<file path="config.mk">
export PLATFORM = sky130hd
export DESIGN_NAME = palette_ram_arbiter
export DESIGN_NICKNAME = d
export VERILOG_FILES = /design/src/rtl/palette_ram_arbiter.sv
export SDC_FILE = /design/constraint.sdc
export NUM_CORES = 1
export LEC_CHECK = 0
export ABC_CLOCK_PERIOD_IN_PS = 2610
export BUFFER_PORTS_ARGS = -buffer_cell sky130_fd_sc_hd__buf_4
export CORE_MARGIN = 2
export CORE_UTILIZATION = 50
export CTS_CLUSTER_DIAMETER = 200
export CTS_CLUSTER_SIZE = 24
export DETAILED_ROUTE_END_ITERATION = 12
export PLACE_DENSITY_LB_ADDON = 0.15
export RECOVER_POWER = 25
export SYNTH_ARGS = -nofsm -noshare
export SYNTH_HDL_FRONTEND = slang
export SYNTH_SLANG_ARGS = --single-unit
</file>
<file path="constraint.sdc">
create_clock -name clk -period 2.61 [get_ports clk]
set_input_delay 0 -clock clk [delete_from_list [all_inputs] [get_ports clk]]
set_output_delay 0 -clock clk [all_outputs]
set_load 0.005 [all_outputs]
</file>
<file path="src/rtl/palette_ram_arbiter.sv">
// palette_ram_arbiter: shares the single-port palette RAM between video colour lookups and the CPU port.
// Ports: clk, RESETn (async active-low reset);
//        ce_pixel/vid_addr -> vid_data/vid_valid: video lookup, result two cycles after its slot;
//        cpu_req/cpu_we/cpu_addr/cpu_wdata/cpu_be -> cpu_ack/cpu_rdata: CPU port, writes posted to a FIFO;
//        wq_full: registered FIFO-full flag;
//        ram_addr/ram_dout/ram_wel/ram_weh -> RAM, ram_din <- RAM (one-cycle read latency).
module palette_ram_arbiter #(
    parameter int ADDR_W   = 13,
    parameter int DATA_W   = 16,
    parameter int WQ_DEPTH = 4
) (
    input  logic              clk,
    input  logic              RESETn,
    input  logic              ce_pixel,
    input  logic [ADDR_W-1:0] vid_addr,
    output logic [DATA_W-1:0] vid_data,
    output logic              vid_valid,
    input  logic              cpu_req,
    input  logic              cpu_we,
    input  logic [ADDR_W-1:0] cpu_addr,
    input  logic [DATA_W-1:0] cpu_wdata,
    input  logic [1:0]        cpu_be,
    output logic              cpu_ack,
    output logic [DATA_W-1:0] cpu_rdata,
    output logic              wq_full,
    output logic [ADDR_W-1:0] ram_addr,
    input  logic [DATA_W-1:0] ram_din,
    output logic [DATA_W-1:0] ram_dout,
    output logic              ram_wel,
    output logic              ram_weh
);
    localparam int PTR_W = $clog2(WQ_DEPTH);
    localparam int CNT_W = PTR_W + 1;
    localparam logic [CNT_W-1:0] FULL_CNT = CNT_W'(WQ_DEPTH);

    typedef enum logic [1:0] {IDLE, RD_WAIT, RD_DATA, DONE} state_e;

    state_e            state_q, state_d;
    logic [ADDR_W-1:0] wq_addr_q [WQ_DEPTH];
    logic [DATA_W-1:0] wq_data_q [WQ_DEPTH];
    logic [1:0]        wq_be_q   [WQ_DEPTH];
    logic [PTR_W-1:0]  wr_ptr_q, rd_ptr_q;
    logic [CNT_W-1:0]  count_q, count_d;
    logic              full_q;
    logic [ADDR_W-1:0] rd_addr_q, last_addr_q;
    logic              vid_p1_q, vid_valid_q;
    logic [DATA_W-1:0] vid_data_q, cpu_rdata_q;
    logic              ack_q, ack_d;
    logic              slot_wr, slot_rd, push, latch_rd;

    // Video always wins; queued writes drain before any read so a read sees every earlier write.
    assign slot_wr = !ce_pixel && count_q != '0;
    assign slot_rd = !ce_pixel && count_q == '0 && state_q == RD_WAIT;

    always_comb begin
        state_d  = state_q;
        ack_d    = 1'b0;
        push     = 1'b0;
        latch_rd = 1'b0;
        case (state_q)
            IDLE: if (cpu_req) begin
                if (!cpu_we) begin
                    latch_rd = 1'b1;
                    state_d  = RD_WAIT;
                end else if (cpu_be == 2'b00) begin
                    ack_d   = 1'b1;
                    state_d = DONE;
                end else if (!full_q || slot_wr) begin
                    // a drain this cycle frees the slot the push lands in
                    push    = 1'b1;
                    ack_d   = 1'b1;
                    state_d = DONE;
                end
            end
            RD_WAIT: state_d = slot_rd ? RD_DATA : RD_WAIT;
            RD_DATA: begin
                ack_d   = 1'b1;
                state_d = DONE;
            end
            DONE:    state_d = cpu_req ? DONE : IDLE;
            default: state_d = IDLE;
        endcase
    end

    assign count_d = (push && !slot_wr) ? count_q + CNT_W'(1) :
                     (slot_wr && !push) ? count_q - CNT_W'(1) : count_q;

    assign ram_addr  = ce_pixel ? vid_addr :
                       slot_wr  ? wq_addr_q[rd_ptr_q] :
                       slot_rd  ? rd_addr_q : last_addr_q;
    assign ram_dout  = slot_wr ? wq_data_q[rd_ptr_q] : '0;
    assign ram_wel   = !(slot_wr && wq_be_q[rd_ptr_q][0]);
    assign ram_weh   = !(slot_wr && wq_be_q[rd_ptr_q][1]);
    assign vid_data  = vid_data_q;
    assign vid_valid = vid_valid_q;
    assign cpu_ack   = ack_q;
    assign cpu_rdata = cpu_rdata_q;
    assign wq_full   = full_q;

    always_ff @(posedge clk) begin
        if (push) begin
            wq_addr_q[wr_ptr_q] <= cpu_addr;
            wq_data_q[wr_ptr_q] <= cpu_wdata;
            wq_be_q[wr_ptr_q]   <= cpu_be;
        end
    end

    always_ff @(posedge clk or negedge RESETn) begin
        if (!RESETn) begin
            state_q     <= IDLE;
            wr_ptr_q    <= '0;
            rd_ptr_q    <= '0;
            count_q     <= '0;
            full_q      <= 1'b0;
            rd_addr_q   <= '0;
            last_addr_q <= '0;
            vid_p1_q    <= 1'b0;
            vid_valid_q <= 1'b0;
            vid_data_q  <= '0;
            cpu_rdata_q <= '0;
            ack_q       <= 1'b0;
        end else begin
            state_q     <= state_d;
            wr_ptr_q    <= push ? wr_ptr_q + PTR_W'(1) : wr_ptr_q;
            rd_ptr_q    <= slot_wr ? rd_ptr_q + PTR_W'(1) : rd_ptr_q;
            count_q     <= count_d;
            full_q      <= count_d == FULL_CNT;
            rd_addr_q   <= latch_rd ? cpu_addr : rd_addr_q;
            last_addr_q <= ram_addr;
            // RAM data for a slot arrives one cycle later; register it on that cycle
            vid_p1_q    <= ce_pixel;
            vid_valid_q <= vid_p1_q;
            vid_data_q  <= vid_p1_q ? ram_din : vid_data_q;
            cpu_rdata_q <= (state_q == RD_DATA) ? ram_din : cpu_rdata_q;
            ack_q       <= ack_d;
        end
    end
endmodule
</file>
# Yosys cells after proc, flatten, opt, wreduce, memory -nomap -nowiden
# Memory sizes are Yosys's and may differ from the RTL's.
# Cells that the tools add are included.
# totals
regBits	71
latchBits	0
ram_bits	124
mem_bits_ro	0
inputBits	65
out_inout_bits	66
mem_count	3
# mem_list
memory	words	word_bits	rd	rd_ports_with_merged_regs	write_ports	line_no	source
wq_data_q	4	16	1	0	1	40	logic [DATA_W-1:0] wq_data_q [WQ_DEPTH];
wq_addr_q	4	13	1	0	1	39	logic [ADDR_W-1:0] wq_addr_q [WQ_DEPTH];
wq_be_q	4	2	1	0	1	41	logic [1:0] wq_be_q [WQ_DEPTH];
# op_classes
add_sub_neg	4
multipliers	0
n_div	0
order_cmp	0
eq_ne	6
n_shift	0
muxes	27
bitwise	0
n_reduce_logical	19
# ops
operator	count
two-way mux 13 bit	3
two-way mux 16 bit	1
two-way mux 1 bit	13
two-way mux 2 bit	6
case mux 2 bit (4 select lines)	1
logical AND 1 bit	7
logical NOT 1 bit	6
two-way mux 3 bit	2
adder 2 x 1 -> 2 bit (second input constant)	2
== test 2 bit (second input constant)	2
logical NOT 2 bit	2
inequality test 4 bit (second input constant)	1
adder 3 x 1 -> 3 bit (second input constant)	1
== test 3 bit (second input constant)	1
logical NOT 3 bit	1
nonzero test 3 bit	1
subtractor 3 x 1 -> 3 bit (second input constant)	1
== test 2 x 1 -> 1 bit (second input constant)	1
inequality test 2 bit (second input constant)	1
case mux 1 bit (2 select lines)	1
AND reduction 2 bit	1
logical OR 1 bit	1

# Depth between registers and ports, before layout
# Gate-level depths: netlist of run 1.
# depth
ltp_word	13
ltp_mapped	8
depth_no_buf	7

# Worst setup path before layout of run 1
# Ideal clock, no wire load.
# synth_path
kind	reg-to-reg
startpoint	register state_q[1]
endpoint	memory wq_addr_q[2][0] (enable)
setup_time_ns	0.391
arrival_ns	2.214
t_required_ns	2.219
setup_slack_ns	0.005
stages_incl_launch_ff	5
n_path_buf	0
cell_sequence	dfrtp_1 > or3b_4 > or2_4 > a21oi_1 > and2_1
# synth_via
elab_chain_cells	4
# synth_lines
item	line_no	source
start, declared	38	state_e state_q, state_d;
start signal, assigned	123	state_q <= state_d;
logical NOT 2 bit	60	case (state_q)
two-way mux 1 bit	60	
two-way mux 1 bit	101	if (push) begin
two-way mux 1 bit (not written as such)	102	wq_addr_q[wr_ptr_q] <= cpu_addr;
end, declared	39	
# Every way passes these cells.

# Worst setup path after layout of run 1
# layout_path
startpoint	register count_q[1]
endpoint	output port ram_addr[5]
# layout_via
elab_chain_cells	6
# layout_lines
item	line_no	source
start, declared	43	logic [CNT_W-1:0] count_q, count_d;
start signal, assigned	126	count_q <= count_d;
logical NOT 3 bit	53	assign slot_rd = !ce_pixel && count_q == '0 && state_q == RD_WAIT;
logical AND 1 bit (2 in series)	53	
two-way mux 13 bit	90	slot_rd ? rd_addr_q : last_addr_q;
two-way mux 13 bit *	89	slot_wr ? wq_addr_q[rd_ptr_q] :
two-way mux 13 bit *	88	assign ram_addr = ce_pixel ? vid_addr :
end, declared	26	output logic [ADDR_W-1:0] ram_addr,
# Mark *: on every way between the ends. The rest lies on a longest branch, timed or not.

==> results.txt, run 1 <==
----------------------------------------------------
[Pwr]
  Power Density ... 947 nW/µm²
  LEAKAGE ... 3.96 nW
  Fraction of power consumed by sequential logic ... 43.0%
  Worst vdd rail ir drop ... 0.757 mV
  Total power consumption of the routed design ... 9.56 mW
  Switch share ... 29.0%
  Total internal power ... 6.78 mW
  Combinational fraction of design power ... 29.6%
  Net load switching power ... 2.77 mW
  Clock Power Share ... 27.3%

[STA]
  Worst Slack Setup Final ... 0.272 ns
  Relative slew slack ... 40.4%
  Final setup fails ... 0
  Unrepaired setup endpoints after global routing ... no
  Slew at the pin closest to its max-slew limit ... 0.894 ns
  Maximum clock skew at final layout ... 0.00824 ns
  Number of failing hold endpoints at the final stage ... 0
  Post-layout min period ... 2.34 ns
  Highest clock rate ... 0.428 GHz
  Total negative setup slack ... 0 ns
  Share of the clock period used by the worst path after layout ... 89.6%
  Final Max Slew Viols ... 0

[Worst setup path]
  Capturing point of the worst reg2reg path ... wq_addr_q[2][3]
  CP Data Arrival Time ... 2.34 ns
  CP Max Fanout ... 43
  CP Class ... reg -> out
  Element type at the critical path end ... primary output
  Worst Reg-to-Reg Cells ... 6
  Launch point of the worst reg-to-reg path ... state_q[1]
  Startpoint type of the worst setup path ... flop
  WP data required ... 2.61 ns
  Slack of the worst reg-to-reg path ... 0.34 ns

[Placed design]
  Worst slack at placement ... 0.339 ns
  Sum of net half-perimeters after detailed placement ... 9830 µm
  Number of port buffers ... 130
  Final weighted congestion in routability-driven placement ... 0.757

[Routing]
  Vias per Instance ... 5.32
  Average wire per cell in the routed design ... 18.7 µm
  Number of nets still failing antenna checks after routing ... 0
  First-pass DRT Iterations ... 4
  Post-detailed-route DRC marker count ... 0
  Starting DRC count in detailed routing ... 295
  Via count ... 4,470
  Detailed Route WL ... 15,700 µm

[Clock tree]
  Setup repair bufs after CTS ... 0
  Number of H-tree levels ... 4
  Number of buffers created by CTS ... 17
  Number of buffers on the longest clock path ... 2
  Clock sinks ... 195
  Worst-skew pair later-pin latency ... 0.43 ns
  CTS tree ... built
  Clock root buffer master ... sky130_fd_sc_hd__clkbuf_16
  Clk slew on worst S/H paths ... 0.07 ns

[Global routing]
  Global-route wire length before repair ... 24,800 µm
  Largest net degree at the start of global routing ... 72
  GR Util All Layers ... 20.3%
  Initial antenna violation count ... 0
  Number of global-route vias before repair ... 4,752
  Congestion Overflow GR ... 0

[Floorplan]
  I/O pin count ... 131
  Total number of placement rows ... 45
  Core ar. ... 15,100 µm²
  Die Ht ... 128 µm
  Die span in x ... 128 µm
  Initial core utilization ... 50.9%
  Overall die area ... 16,400 µm²

[Logic synthesis]
  Number of distinct library cells after synthesis ... 30
  Synth area leader ... sky130_fd_sc_hd__edfxtp_1
  Average instance area after synthesis ... 17.8 µm²
  Synthesized net count ... 504
  Post-synthesis instance total ... 432
  Area of the mapped netlist ... 7680 µm²
  Top FF cell, synth ... sky130_fd_sc_hd__edfxtp_1
  Total number of yosys warnings ... 0
  Fraction of synthesized cell area taken by the top area cell type ... 48.5%
  Fraction of registers with async set/reset ... 36.4%
  EDFF count, synth ... 124
  Number of synthesized register bits ... 195
  Register area share after synthesis ... 71.7%
  Cell types occupying the most area after synthesis ... sky130_fd_sc_hd__edfxtp_1 (49%), sky130_fd_sc_hd__dfrtp_1 (23%), sky130_fd_sc_hd__mux4_2 (9.1%)

[Layout]
  Fin nets ... 711
  Total of fill cells in the finished design ... 1,066
  Fraction of final layout cells with drive strength greater than 1 ... 36.0%
  Antenna Diode Count ... 0
  Synth-to-layout area growth ... 31.5%

[Run status]
  Run status ... finished clean

[Min path]
  Hold Path Class ... in -> async

[Run]
  Max-cap check violation count ... 0

----------------------------------------------------
-- timing repair --
item	CTS	global route
resized for setup	0	0
hold buffers	64	0
endpoints found under the hold margin	257	0
-- synthesized netlist by cell type (6+ instances only) --
library cell and count:
sky130_fd_sc_hd__buf_2 7, sky130_fd_sc_hd__inv_1 6, sky130_fd_sc_hd__and3_1 16, sky130_fd_sc_hd__clkbuf_1 10
sky130_fd_sc_hd__mux2_2 45, sky130_fd_sc_hd__a21oi_1 15, sky130_fd_sc_hd__mux2i_1 13, sky130_fd_sc_hd__mux4_2 31
sky130_fd_sc_hd__nor2_1 17, sky130_fd_sc_hd__ha_1 7, sky130_fd_sc_hd__edfxtp_1 124, sky130_fd_sc_hd__o21ai_0 21
sky130_fd_sc_hd__nand2_1 19, sky130_fd_sc_hd__dfrtp_1 71
-- registers in the layout (all words and copies together) (netlist names) --
signal / cells
rd_ptr_q: 2
wq_full: 1
count_q: 3
last_addr_q: 13
rd_addr_q: 13
wq_data_q: 64
state_q: 2
cpu_ack: 1
vid_valid: 1
vid_p1_q: 1
wr_ptr_q: 2
cpu_rdata: 16
vid_data: 16
wq_be_q: 8
wq_addr_q: 52
-- metal layers --
layer / GRT usage [%] / up-vias / share of wire [%]
li1: - / 2065 / -
met1: 25.4 / 2275 / 41
met2: 35.3 / 118 / 53
met3: 5.22 / 12 / 4.2
met4: 5.75 / 0 / 1.1
met5: 0 / - / 0
-- how the worst max path moves through the flow --
| stage | from | to | slack, ns | cells after the start |
|---|---|---|---|---|
| floorplan | state_q[1] | wq_addr_q[2][0] | 0.005 | 4 |
| global route | count_q[1] | ram_addr[5] | 0.11 | 7 |
| CTS | count_q[1] | ram_addr[12] | 0.28 | 7 |
| global placement | state_q[1] | wq_addr_q[2][10] | 0.37 | 6 |
| detailed placement | state_q[1] | wq_addr_q[2][10] | 0.34 | 6 |
| finish | count_q[1] | ram_addr[5] | 0.27 | 7 |
-- worst max-delay path, stage by stage, from the launching register on --
cell and delay (ns):
sky130_fd_sc_hd__dfrtp_1 0.39, sky130_fd_sc_hd__inv_1 0.10, sky130_fd_sc_hd__ha_1 0.21, sky130_fd_sc_hd__nand2b_2 0.11, sky130_fd_sc_hd__buf_4 0.42, sky130_fd_sc_hd__a21oi_1 0.13, sky130_fd_sc_hd__o21ai_0 0.36, sky130_fd_sc_hd__buf_4 0.19
-- cell families after synthesis --
family | synth area share [%]
AOI/OAI and AO/OA | 3.52
xor gates and xnor gates | 0.570
adders and majority gates | 1.14
buffers and inverters | 1.58
DFF | 71.7
muxes | 17.4
and+or+nand+nor | 4.14
-- final cells by class --
| class | instances | area [µm²] | share of cell area (%) |
|---|---|---|---|
| flip-flops and latches | 195 | 5500 | 54.5 |
| multi-input cells | 209 | 2060 | 20.4 |
| repair buffers | 210 | 1670 | 16.5 |
| clock buffers | 17 | 425 | 4.21 |
| well taps | 188 | 235 | 2.33 |
| clock inverters | 15 | 181 | 1.80 |
| inverters | 6 | 22.5 | 0.223 |
-- power groups by stage --
stage               Combinational (mW)  Clock [mW]  Sequential (mW)
floorplan                         1.81           0             4.04
global placement                  2.76           0             4.14
detailed placement                2.80           0             4.18
CTS                               2.89        2.67             4.12
global route                      3.11        2.81             4.17
finish                            2.83        2.61             4.11
-- metrics by stage --
step	util, %	area, µm²	std cells	hold slack (ns)
final	66.9	10100	840	0.266
after global routing	66.9	10100	840	0.335
after CTS	67.6	10200	840	0.269
after detailed placement	59.3	8950	744	0.185
after global placement	59.3	8950	744	0.181
after floorplan	-	7680	432	-0.296
-- layout by cell type, fill, tap and decap left out --
cell,count
sky130_fd_sc_hd__a2111oi_4,1
sky130_fd_sc_hd__a21o_1,1
sky130_fd_sc_hd__a21oi_1,15
sky130_fd_sc_hd__a31oi_1,2
sky130_fd_sc_hd__a32o_1,2
sky130_fd_sc_hd__and2_2,4
sky130_fd_sc_hd__and3_1,16
sky130_fd_sc_hd__buf_12,3
sky130_fd_sc_hd__buf_4,114
sky130_fd_sc_hd__bufinv_16,1
sky130_fd_sc_hd__clkbuf_1,29
sky130_fd_sc_hd__clkbuf_16,17
sky130_fd_sc_hd__clkinv_4,2
sky130_fd_sc_hd__clkinv_8,2
sky130_fd_sc_hd__clkinvlp_4,1
sky130_fd_sc_hd__dfrtp_1,70
sky130_fd_sc_hd__dfrtp_2,1
sky130_fd_sc_hd__dlygate4sd3_1,64
sky130_fd_sc_hd__edfxtp_1,124
sky130_fd_sc_hd__ha_1,7
sky130_fd_sc_hd__inv_1,6
sky130_fd_sc_hd__inv_6,3
sky130_fd_sc_hd__inv_8,6
sky130_fd_sc_hd__mux2_2,45
sky130_fd_sc_hd__mux2i_1,13
sky130_fd_sc_hd__mux4_2,31
sky130_fd_sc_hd__nand2_1,19
sky130_fd_sc_hd__nand2b_1,2
sky130_fd_sc_hd__nand2b_2,1
sky130_fd_sc_hd__nor2_1,17
sky130_fd_sc_hd__nor2b_1,1
sky130_fd_sc_hd__nor3b_2,1
sky130_fd_sc_hd__o211ai_1,2
sky130_fd_sc_hd__o21ai_0,21
sky130_fd_sc_hd__o21bai_1,1
sky130_fd_sc_hd__or2_4,1
sky130_fd_sc_hd__or3b_4,1
sky130_fd_sc_hd__xnor2_1,4
sky130_fd_sc_hd__xor2_1,1
Note: power is estimated with default switching activity, not from simulation.
==> inputs of run 2 (changes only) <==
==> constraint.sdc (replaced) <==
create_clock -name clk -period 2.61 [get_ports clk]
set_input_delay 0 -clock clk [delete_from_list [all_inputs] [get_ports clk]]
set_output_delay 0 -clock clk [all_outputs]
set_load 0.05 [all_outputs]
==> run 2 against run 1 <==
Net effect:
- clock power is essentially flat
- first-iteration DRC count is 1.4% lower
- routed wire length up 1.8%
- non-clock buffer count down 1
- power rose by 13%
- sequential share of layout area increased by 0.14 points
- critical path depth decreased by 2
- flip-flop and latch count did not move
- worst setup slack worse by 0.024 ns
- core utilization decreased by 0.17 points
- critical path type unchanged
- largest power group unchanged
==> results.txt, run 2 (synthesized netlist as in run 1, its figures left out) <==
----------------------------------------------------
[Routing]
  Via count ... 4,497
  Detailed Route WL ... 16,000 µm
  Starting DRC count in detailed routing ... 291
  Post-detailed-route DRC marker count ... 0
  Average wire per cell in the routed design ... 19.0 µm
  First-pass DRT Iterations ... 4
  Vias per Instance ... 5.36
  Number of nets still failing antenna checks after routing ... 0

[Floorplan]
  Die Ht ... 128 µm
  Total number of placement rows ... 45
  Overall die area ... 16,400 µm²
  Core ar. ... 15,100 µm²
  I/O pin count ... 131
  Die span in x ... 128 µm
  Initial core utilization ... 50.9%

[Pwr]
  LEAKAGE ... 3.95 nW
  Power Density ... 1070 nW/µm²
  Worst vdd rail ir drop ... 0.569 mV
  Total power consumption of the routed design ... 10.8 mW

[Worst setup path]
  CP Data Arrival Time ... 2.36 ns
  CP Class ... reg -> out
  Startpoint type of the worst setup path ... flop
  CP Max Fanout ... 14
  Element type at the critical path end ... primary output
  WP data required ... 2.61 ns

[Layout]
  Fin nets ... 710
  Synth-to-layout area growth ... 31.1%
  Multi-input logic area ... 2060 µm²
  Total of fill cells in the finished design ... 1,085
  Final standard cell count with taps included and fillers excluded ... 839
  Most frequent standard cell in the layout excluding fill and tap cells ... sky130_fd_sc_hd__edfxtp_1
  Non-Filler Cell Area, Final ... 10,100 µm²
  Register containing the most flip-flops in the final layout ... wq_data_q
  Core utilization of the finished layout ... 66.7%
  Fraction of final layout cells with drive strength greater than 1 ... 36.1%
  Antenna Diode Count ... 0
  Commonest cells after routing, fill and taps aside ... sky130_fd_sc_hd__edfxtp_1 (124), sky130_fd_sc_hd__buf_4 (113), sky130_fd_sc_hd__dfrtp_1 (70)
  Max FFs per register ... 64
  Largest registers ranked by flip-flop count ... wq_data_q x64, wq_addr_q x52
  Reg area ... 5500 µm²

[STA]
  Share of the clock period used by the worst path after layout ... 90.5%
  Relative slew slack ... 39.7%
  Number of failing hold endpoints at the final stage ... 0
  Slew at the pin closest to its max-slew limit ... 0.905 ns
  Maximum clock skew at final layout ... 0.00621 ns
  Final Max Slew Viols ... 0
  Highest clock rate ... 0.423 GHz
  Post-layout min period ... 2.36 ns
  Unrepaired setup endpoints after global routing ... no
  Worst Slack Setup Final ... 0.248 ns
  Total negative setup slack ... 0 ns
  Worst hold slack after final layout ... 0.252 ns
  Final setup fails ... 0

[Global routing]
  Initial antenna violation count ... 0
  Number of global-route vias before repair ... 4,757
  Largest net degree at the start of global routing ... 72
  Congestion Overflow GR ... 0
  GR Util All Layers ... 20.5%
  Global-route wire length before repair ... 25,100 µm

[Placed design]
  Sum of net half-perimeters after detailed placement ... 10,100 µm
  Number of port buffers ... 130
  Worst slack at placement ... 0.378 ns
  Area after DPL ... 8930 µm²
  Placed Instances ... 743
  Final weighted congestion in routability-driven placement ... 0.739

[Clock tree]
  Number of buffers on the longest clock path ... 2
  Clock sinks ... 195
  Number of H-tree levels ... 4
  Worst-skew pair later-pin latency ... 0.43 ns
  CTS tree ... built
  Clock root buffer master ... sky130_fd_sc_hd__clkbuf_16
  Clk slew on worst S/H paths ... 0.07 ns
  Number of buffers created by CTS ... 17
  Setup repair bufs after CTS ... 0

[Run]
  Max-cap check violation count ... 0

[Min path]
  Hold Path Class ... in -> async

[Run status]
  Run status ... finished clean

----------------------------------------------------
## run 2: cell types whose count changed in the layout (fill, tap and decap cells not counted), sizes merged
cell	before	now
buf	117	116
clkinvlp	1	2
inv	15	14
## run 2: path summary, 6_finish.rpt
check / endpoint / cells after the start / slack [ns] / start
max in group asynchronous: rd_ptr_q[0] / 2 / 1.73 / RESETn
worst max-delay path: ram_addr[3] / 5 / 0.25 / rd_ptr_q[0]
min in group clk: cpu_rdata[8] / 3 / 0.35 / ram_din[8]
worst max register to register: wq_addr_q[0][8] / 6 / 0.36 / state_q[1]
worst min-delay path: vid_data[8] / 2 / 0.25 / RESETn
worst min register to register: rd_addr_q[9] / 1 / 0.51 / rd_addr_q[9]
## run 2: repair_timing
action,in CTS,in global routing
hold buffers,64,0
pin swaps,0,0
gates cloned,0,0
endpoints found under the setup margin,1,2
gates resized for setup,1,2
hold endpoints to repair,257,0
## run 2: metal layers
layer | vias up | wire length [µm] | track usage, %
met1 | 2306 | 6670 | 26.0
met5 | - | 0 | 0
met3 | 18 | 650 | 4.80
met2 | 111 | 8450 | 35.3
met4 | 0 | 200 | 6.79
li1 | 2062 | - | -
## run 2: area by class of cell
type	instances	share of cell area, %
flip-flops and latches	195	54.6
multi-input cells	209	20.5
repair buffers	209	16.4
clock buffers	17	4.23
well taps	188	2.34
clock inverters	15	1.68
inverters	6	0.224
## run 2: where the power goes
part | total (mW) | internal [mW] | switching, mW
logic | 4.05 | 1.67 | 2.38
clock network | 2.59 | 1.37 | 1.22
registers | 4.13 | 3.77 | 0.363
total | 10.8 | 6.80 | 3.97
## run 2: critical path, stage by stage, from the launching register on
cell and delay (ns):
sky130_fd_sc_hd__dfrtp_2 0.64, sky130_fd_sc_hd__buf_12 0.23, sky130_fd_sc_hd__mux4_2 0.52, sky130_fd_sc_hd__a21oi_1 0.18
sky130_fd_sc_hd__o21ai_0 0.12, sky130_fd_sc_hd__buf_4 0.22
